--- src/rtl/switch_event_sequencer.sv ---
// switch_event_sequencer
//   Timing front-end for a behavioural switch/relay stage. Holds an ordered
//   list of switching instants (ticks after start) and an initial control
//   state. Once started, it inverts the registered ctrl line at each instant.
//   The downstream switch model only consumes ctrl.
//
// Ports
//   clk        : clock, all state updates on rising edge
//   reset      : synchronous active-high reset (empties the list, ctrl = 0)
//   clear      : empty the list / leave DONE (ignored while running)
//   load_valid : load_time is valid
//   load_ready : an entry can be accepted (IDLE and list not full)
//   load_time  : switching instant, ticks after start
//   init_state : ctrl value applied when start is accepted
//   start      : begin a run (IDLE only, list non-empty)
//   abort      : stop a run, return to IDLE, keep the list
//   ctrl       : switch control (1 = on / Ron, 0 = off / Roff)
//   toggle     : one-cycle pulse coincident with each ctrl change
//   busy       : high while running
//   done       : high once the last instant has toggled
//   index      : toggles performed in the current run
//   count      : stored entries
//   order_err  : sticky, a non-increasing entry was rejected
module switch_event_sequencer #(
  parameter int TW    = 32,
  parameter int DEPTH = 8
) (
  input  logic                   clk,
  input  logic                   reset,
  input  logic                   clear,
  input  logic                   load_valid,
  output logic                   load_ready,
  input  logic [TW-1:0]          load_time,
  input  logic                   init_state,
  input  logic                   start,
  input  logic                   abort,
  output logic                   ctrl,
  output logic                   toggle,
  output logic                   busy,
  output logic                   done,
  output logic [$clog2(DEPTH):0] index,
  output logic [$clog2(DEPTH):0] count,
  output logic                   order_err
);

  localparam int AW = $clog2(DEPTH);
  localparam int CW = AW + 1;
  localparam logic [CW-1:0] DEPTH_C = CW'(DEPTH);

  localparam logic [1:0] S_IDLE = 2'd0;
  localparam logic [1:0] S_RUN  = 2'd1;
  localparam logic [1:0] S_DONE = 2'd2;

  logic [1:0]    r_state;
  logic [TW-1:0] r_tick;
  logic [CW-1:0] r_index;
  logic [CW-1:0] r_count;
  logic          r_ctrl;
  logic          r_toggle;
  logic          r_order_err;
  logic          r_init;
  logic [TW-1:0] r_last;
  logic [TW-1:0] r_times [DEPTH];

  logic          w_clear;
  logic          w_load_fire;
  logic          w_order_ok;
  logic          w_store;
  logic [CW-1:0] w_count_after;
  logic          w_start;
  logic          w_hit;
  logic          w_last_hit;

  assign load_ready = (r_state == S_IDLE) && (r_count < DEPTH_C);

  // clear outranks load and start, so a cleared cycle stores nothing.
  assign w_clear       = clear && (r_state != S_RUN);
  assign w_load_fire   = load_valid && load_ready && !w_clear;
  assign w_order_ok    = (r_count == '0) || (load_time > r_last);
  assign w_store       = w_load_fire && w_order_ok;
  // A same-cycle load counts toward the non-empty check for start.
  assign w_count_after = r_count + CW'(w_store);
  assign w_start       = start && (r_state == S_IDLE) && !w_clear &&
                         (w_count_after != '0);

  // Entry T matches while tick == T, so its ctrl change lands on edge T+1.
  assign w_hit      = (r_state == S_RUN) && (r_tick == r_times[r_index[AW-1:0]]);
  assign w_last_hit = w_hit && ((r_index + CW'(1)) == r_count);

  // Time list storage; contents are only meaningful below r_count.
  always_ff @(posedge clk) begin
    if (!reset && w_store) begin
      r_times[r_count[AW-1:0]] <= load_time;
    end
  end

  always_ff @(posedge clk) begin
    if (reset) begin
      r_state     <= S_IDLE;
      r_tick      <= '0;
      r_index     <= '0;
      r_count     <= '0;
      r_ctrl      <= 1'b0;
      r_toggle    <= 1'b0;
      r_order_err <= 1'b0;
      r_init      <= 1'b0;
      r_last      <= '0;
    end else begin
      r_toggle <= 1'b0;
      if (w_clear) begin
        // ctrl deliberately held so the switch does not glitch on clear
        r_state     <= S_IDLE;
        r_count     <= '0;
        r_index     <= '0;
        r_order_err <= 1'b0;
      end else begin
        case (r_state)
          S_IDLE: begin
            if (w_load_fire) begin
              if (w_order_ok) begin
                r_count <= w_count_after;
                r_last  <= load_time;
              end else begin
                r_order_err <= 1'b1;
              end
            end
            if (w_start) begin
              r_state <= S_RUN;
              r_tick  <= '0;
              r_index <= '0;
              r_ctrl  <= init_state;
              r_init  <= init_state;
            end
          end
          S_RUN: begin
            if (abort) begin
              // abort wins over a coincident hit: no pulse, no index advance
              r_state <= S_IDLE;
              r_ctrl  <= r_init;
              r_index <= '0;
            end else begin
              r_tick <= r_tick + TW'(1);
              if (w_hit) begin
                r_ctrl   <= ~r_ctrl;
                r_toggle <= 1'b1;
                r_index  <= r_index + CW'(1);
                if (w_last_hit) begin
                  r_state <= S_DONE;
                end
              end
            end
          end
          S_DONE: begin
            // tick counter frozen; only clear (handled above) leaves DONE
          end
          default: r_state <= S_IDLE;
        endcase
      end
    end
  end

  assign ctrl      = r_ctrl;
  assign toggle    = r_toggle;
  assign busy      = (r_state == S_RUN);
  assign done      = (r_state == S_DONE);
  assign index     = r_index;
  assign count     = r_count;
  assign order_err = r_order_err;

endmodule

--- config.mk ---
export PLATFORM = sky130hd
export DESIGN_NAME = switch_event_sequencer
export DESIGN_NICKNAME = d
export VERILOG_FILES = /design/src/rtl/switch_event_sequencer.sv
export SDC_FILE = /design/constraint.sdc
export NUM_CORES = 1
export LEC_CHECK = 0
export CORE_AREA = 4 4 175 177
export DETAILED_ROUTE_END_ITERATION = 10
export DIE_AREA = 0 0 179 181
export MAX_ROUTING_LAYER = met4
export PLACE_DENSITY = 0.68
export SETUP_SLACK_MARGIN = 0.2
export SLEW_MARGIN = 20
export SYNTH_ARGS = -nofsm -noshare
export SYNTH_HDL_FRONTEND = slang
export SYNTH_SLANG_ARGS = --single-unit
--- constraint.sdc ---
create_clock -name clk -period 18.6 [get_ports clk]
set_input_delay 5.58 -clock clk [delete_from_list [all_inputs] [get_ports clk]]
set_output_delay 5.58 -clock clk [all_outputs]
set_load 0.005 [all_outputs]
==> results of run 1 <==
report_power, final:
group / leakage [µW] / internal, µW / total, µW / switching [µW]
combinational: 0.00172 / 23.8 / 61.4 / 37.6
clock: 0.000604 / 449 / 732 / 282
sequential: 0.00296 / 814 / 817 / 2.32
total: 0.00529 / 1290 / 1610 / 322
cells by family (layout without fill, tap and decap cells):
group | Yosys count | after routing | synth area share [%]
AO/OA/AOI/OAI | 119 | 119 | 4.77
XOR/XNOR | 69 | 69 | 4.19
adder cells (fa/ha/maj) | 36 | 36 | 3.13
buffers and inverters | 86 | 175 | 2.78
flip-flops | 337 | 337 | 64.6
multiplexers | 104 | 104 | 12.5
AND/OR/NAND/NOR | 215 | 215 | 8.00
sequential cells by signal (all words and copies together), names as in the netlist, named ones only:
signal and flops:
count 4, r_times 256, r_last 32, r_tick 32
ctrl 1, r_state 2, toggle 1, r_init 1
index 4, order_err 1
final timing paths:
kind / start / cells after the start / to
worst max-delay path: load_time[17] / 20 / r_tick[12]$_SDFFE_PP0P_
worst min-delay path: r_last[6]$_SDFFE_PP0P_ / 2 / r_last[6]$_SDFFE_PP0P_
worst max register to register: r_last[17]$_SDFFE_PP0P_ / 20 / r_tick[12]$_SDFFE_PP0P_
worst min register to register: r_last[6]$_SDFFE_PP0P_ / 2 / r_last[6]$_SDFFE_PP0P_
layout by cell type (no fill, tap or decap), types with 6 or more instances in the layout:
| cell | Yosys | layout |
|---|---|---|
| xor2_1 | 36 | 36 |
| edfxtp_1 | 256 | 256 |
| and4_1 | 7 | 7 |
| o21ai_0 | 39 | 38 |
| mux2i_1 | 43 | 43 |
| nor2_1 | 53 | 52 |
| nand2_1 | 24 | 24 |
| mux4_2 | 60 | 60 |
| buf_4 | 4 | 20 |
| a21oi_1 | 48 | 48 |
| and2_1 | 7 | 7 |
| dfxtp_1 | 81 | 78 |
| xnor2_1 | 33 | 33 |
| nor2b_1 | 7 | 6 |
| ha_1 | 36 | 36 |
| clkbuf_16 | 0 | 36 |
| nand3_1 | 53 | 53 |
| nand4_1 | 14 | 14 |
| inv_1 | 39 | 39 |
| clkbuf_8 | 1 | 6 |
| nor3_1 | 12 | 10 |
| clkdlybuf4s50_1 | 0 | 51 |
| a21o_1 | 10 | 10 |
final cells by class:
| cell class | count | area share [%] |
|---|---|---|
| clock buffer | 45 | 5.99 |
| clock inverter | 19 | 1.44 |
| inverter | 39 | 0.881 |
| multi-input combinational | 543 | 28.6 |
| sequential | 337 | 56.1 |
| tap | 390 | 2.94 |
| timing repair buffer | 72 | 4.01 |
cells in the mapped netlist (4+ instances only):
cell / number
nor3_1: 12
a21o_1: 10
o21ai_0: 39
ha_1: 36
nand3_1: 53
edfxtp_1: 256
mux4_2: 60
nand2_1: 24
and4_1: 7
nor4_1: 6
nand4_1: 14
a21oi_1: 48
nor2_1: 53
and2_1: 7
xnor2_1: 33
o211ai_1: 4
o21a_1: 4
buf_4: 4
dfxtp_1: 81
nand2b_1: 6
nor4b_1: 7
clkbuf_1: 28
xor2_1: 36
nor2b_1: 7
buf_2: 6
buf_6: 6
inv_1: 39
mux2i_1: 43
critical path, cell delays in order:
cell             delay [ps]
clkdlybuf4s50_1         650
ha_1                    310
a21o_1                  160
a21o_1                  170
a21o_1                  170
a21o_1                  190
a211oi_1                290
o221ai_1                210
o21ai_2                 180
nor2_1                   70
ha_1                    220
ha_1                    210
xnor2_1                 140
a311o_1                 330
a21oi_1                 310
and4_1                  290
and2_1                  460
nand2_1                 130
xnor2_1                 130
nor2b_1                 120
routing by layer:
| metal | GRT usage [%] | up-vias | share of wire (%) |
|---|---|---|---|
| li1 | - | 3808 | - |
| met1 | 28.7 | 4185 | 44 |
| met2 | 32.7 | 220 | 48 |
| met3 | 3.33 | 67 | 4.9 |
| met4 | 6.08 | 0 | 3.0 |
| met5 | - | - | 0 |
stage by stage:
step | power (µW) | util (%) | hold slack, ps | cells | setup WS (ps)
4_1_cts | 1620 | 56.8 | 476 | 1445 | 8620
5_1_grt | 1660 | 56.8 | 495 | 1445 | 8260
3_3_place_gp | 893 | 52.6 | 461 | 1381 | 8140
2_1_floorplan | 864 | - | 454 | 966 | 7510
6_report | 1610 | 56.8 | 474 | 1445 | 8620
3_5_place_dp | 894 | 52.6 | 467 | 1381 | 8090
==> flow_summary.yaml, run 1 <==
outcome:
  outcome: "finished clean"
timing:
  hold_viol: 0
  timing.final.crit_share_pct: 53.7
  final_max_slew_viol_count: 0
  min_period_ps: 9980
  clock-skew-final_ps: 16.5
  rsz0062_at_grt: "no"
  setup_viol: 0
  setup_tns_ps: 0
  relSlewSlack_pct: 33.7
  max_freq_ghz: 0.100
  tightest_slew_ps: 993
logic_synthesis:
  synth_fp_nets: 1041
  synth_top_area_cell: "edfxtp_1"
  synth-seq-cells: 337
  async_reset_ff_share_pct: 0
  yosysWarningCount: 0
  yosys.area.top_type_share_pct: 53.3
  ys_top_cells_by_area: "edfxtp_1, dfxtp_1, mux4_2"
  seq_area_frac_synth_pct: 64.6
  syn_inst: 966
  synth-edff-count: 256
  syn_area_per_cell_um2: 14.9
  synth_area_um2: 14400
  synth-main-ff-cell: "edfxtp_1"
  synthDistinctLibCells: 55
final_layout:
  diodes: 0
  area.growth.synth_to_final_pct: 15.3
  drive_gt1_share_pct: 14.9
  fin_nets: 1103
  fillerInstances: 2252
  fin_area_um2: 16600
  multi_input_area_um2: 4760
  seqCellArea_um2: 9320
routing:
  drtPass1Iterations: 5
  totalWireLength_um: 32300
  wire_per_inst_um: 22.3
  dr_total_vias: 8280
  vias_per_cell: 5.73
  drc: 0
  drt_iter0_markers: 790
  antenna_left: 0
clocking:
  insertion_delay_ps: 520
  tritoncts: "done"
  cts.hold.buffers_added: 0
  cts_buffers: 35
  path_clk_slew_ps: 60
  ctsLongestPathBuffers: 3
  cts_root_buf: "clkbuf_16"
  cts_max_level: 2
  cts_resized: 0
  post-cts-setup-buffers: 0
  numClockSinks: 337
floorplanning:
  row_count: 63
  ios: 53
  dieArea_um2: 32400
  die-height_um: 181
  initial_core_util_pct: 49.3
  die_w_um: 179
  coreArea_um2: 29200
pwr:
  p_per_area_nw_per_um2: 96.9
  ir_worst_vdd_mv: 0.0705
  p_leak_uw: 0.00529
hold_path:
  hold_class: "reg2reg"
worst_setup_path:
  critPathLaunchType: "input port"
  ff2ff_setup_slack_ps: 13990
  required_ps: 18970
  path_class: "in2reg"
  cp-end-kind: "flop"
  cp_max_fo: 12
  arrival_ps: 10350
grt:
  grt_pass1_vias: 8391
  grt_overflow_total: 0
  antenna_found_initial: 0
  grt_pass1_wl_um: 49900
  grt_max_degree: 43
  grt_util_all_layers_pct: 20.9
placed_design:
  post_dp_cell_area_um2: 15400
  gp_congestion: 0.863
  hpwl_um: 20500
  portBuffers: 52
flow_run:
  max-cap-violations: 0
(Power assumes the default switching activity.)
==> run 2, diff against run 1 <==
clock period = 10.4 ns   (was 18.6 ns; I/O delays follow)
==> run 2 against run 1 <==
  * Combinational power grew 79%
  * Clock-buffer cell count grew 6
  * Largest cell class unchanged
  * Cell count grew 0.14%
  * Highest routed layer unchanged
  * Power grew 74%
==> flow_summary.yaml, run 2 (synthesized netlist as in run 1, its figures left out) <==
floorplanning:
  dieArea_um2: 32400
  coreArea_um2: 29200
  ios: 53
  die_w_um: 179
  initial_core_util_pct: 49.3
  row_count: 63
  die-height_um: 181
timing:
  setup_tns_ps: 0
  final_max_slew_viol_count: 0
  clock-skew-final_ps: 15.0
  relSlewSlack_pct: 28.5
  tightest_slew_ps: 1070
  timing.final.crit_share_pct: 73.1
  min_period_ps: 7600
  setup_viol: 0
  fin_ws_ps: 2800
  hold_viol: 0
  max_freq_ghz: 0.132
  rsz0062_at_grt: "no"
routing:
  dr_total_vias: 8310
  drt_iter0_markers: 624
  totalWireLength_um: 32300
  wire_per_inst_um: 22.3
  drtPass1Iterations: 5
  vias_per_cell: 5.74
  antenna_left: 0
  drc: 0
pwr:
  p_leak_uw: 0.00526
  ir_worst_vdd_mv: 0.148
  p_per_area_nw_per_um2: 169
clocking:
  path_clk_slew_ps: 60
  ctsLongestPathBuffers: 3
  cts_resized: 0
  post-cts-setup-buffers: 0
  cts.hold.buffers_added: 0
  cts_buffers: 36
  cts_root_buf: "clkbuf_16"
  numClockSinks: 337
  tritoncts: "done"
  cts_max_level: 2
  insertion_delay_ps: 520
placed_design:
  gp_congestion: 0.849
  pre_cts_ws_ps: 2370
  portBuffers: 52
  hpwl_um: 20300
final_layout:
  seqCellArea_um2: 9320
  fillerInstances: 2272
  multi_input_area_um2: 4760
  area.growth.synth_to_final_pct: 14.7
  layout_commonest_cell: "edfxtp_1"
  fin_nets: 1104
  drive_gt1_share_pct: 14.9
  diodes: 0
  mostFrequentLayoutCells: "edfxtp_1, dfxtp_1, mux4_2"
  largest_reg_flops: 256
worst_setup_path:
  crit_chain: "clkdlybuf4s50_1 > ha_1 > nand3_1 > nor3_1 > nand2_1 > nor3_1 > inv_1 > a31oi_1 > o21ai_2 > nor2_1 > ha_1 > nand3_1 > xor2_1 > a311o_1 > a21oi_1 > and4_1 > and2_1 > nand2_1 > xnor2_1 > nor2b_1"
  required_ps: 10770
  cp-end-kind: "flop"
  rr_worst_depth: 20
  slowest_delay_ps: 660
  critPathLaunchType: "input port"
  r2r-start: "r_last[17]$_SDFFE_PP0P_"
  slowest_stage: "clkdlybuf4s50_1"
  ff2ff_setup_slack_ps: 5750
  regToRegEndpoint: "r_tick[12]$_SDFFE_PP0P_"
  path_class: "in2reg"
  cp_max_fo: 12
  arrival_ps: 7970
grt:
  grt_pass1_vias: 8339
  grt_pass1_wl_um: 49600
  grt_max_degree: 43
  grt_util_all_layers_pct: 20.9
  grt_overflow_total: 0
  antenna_found_initial: 0
hold_path:
  hold-path-endpoint: "r_last[22]$_SDFFE_PP0P_"
  min_path_cells: 2
  hold_class: "reg2reg"
  worstHoldStart: "r_last[22]$_SDFFE_PP0P_"
flow_run:
  max-cap-violations: 0
outcome:
  outcome: "finished clean"
==> run 2: cell types whose count changed in the layout (fill, tap and decap cells not counted) <==
cell | before | now
bufinv_16 | 5 | 1
clkbuf_1 | 3 | 8
clkbuf_16 | 36 | 37
clkinv_1 | 5 | 2
clkinv_2 | 4 | 8
clkinv_4 | 2 | 1
clkinv_8 | 1 | 0
inv_6 | 1 | 2
==> run 2: stage by stage <==
step           instance area [µm²]  utilization, %  power, µW  std cells  hold WS, ps
4_1_cts                      16500            56.5       2820       1447          474
3_3_place_gp                 15400            52.6       1600       1381          461
3_5_place_dp                 15400            52.6       1600       1381          466
2_1_floorplan                14400               -       1540        966          454
5_1_grt                      16500            56.5       2890       1447          500
6_report                     16500            56.5       2800       1447          475
==> run 2: power by group <==
| part | total (µW) | switching (µW) | internal [µW] |
|---|---|---|---|
| registers | 1460 | 4.31 | 1460 |
| logic | 110 | 67.4 | 42.5 |
| clock network | 1230 | 502 | 724 |
| total | 2800 | 573 | 2220 |
==> run 2: how the worst max path moves through the flow <==
stage	from	end	slack, ps	depth (start not counted)
floorplan	load_time[30]	r_times[4][0]$_DFFE_PP_	1770	11
global placement	load_time[17]	r_tick[28]$_SDFFE_PP0P_	2390	20
detailed placement	load_time[17]	r_tick[12]$_SDFFE_PP0P_	2370	20
CTS	load_time[17]	r_tick[12]$_SDFFE_PP0P_	2890	20
global route	load_time[30]	r_tick[12]$_SDFFE_PP0P_	2470	20
finish	load_time[29]	r_tick[12]$_SDFFE_PP0P_	2800	20
==> run 2: cell type report <==
cell class                 count  area share (%)
clock buffer                  51            6.28
clock inverter                15           0.674
inverter                      39           0.886
multi-input combinational    543            28.8
sequential                   337            56.4
tap                          390            2.95
timing repair buffer          72            4.03
==> run 2: layer usage <==
| layer | GRT usage (%) | wire length, µm | vias to the layer above |
|---|---|---|---|
| met5 | - | 0 | - |
| met4 | 5.22 | 724 | 0 |
| met3 | 2.97 | 1570 | 51 |
| met2 | 32.8 | 15700 | 202 |
| met1 | 29.0 | 14300 | 4237 |
| li1 | - | - | 3820 |
==> run 2: critical path: cells and delay by family <==
family	cells	cell delay (ps)
compound gates	4	1030
fa+ha+maj	2	610
buf+inv	2	730
xor+xnor	2	340
simple gates	10	2160
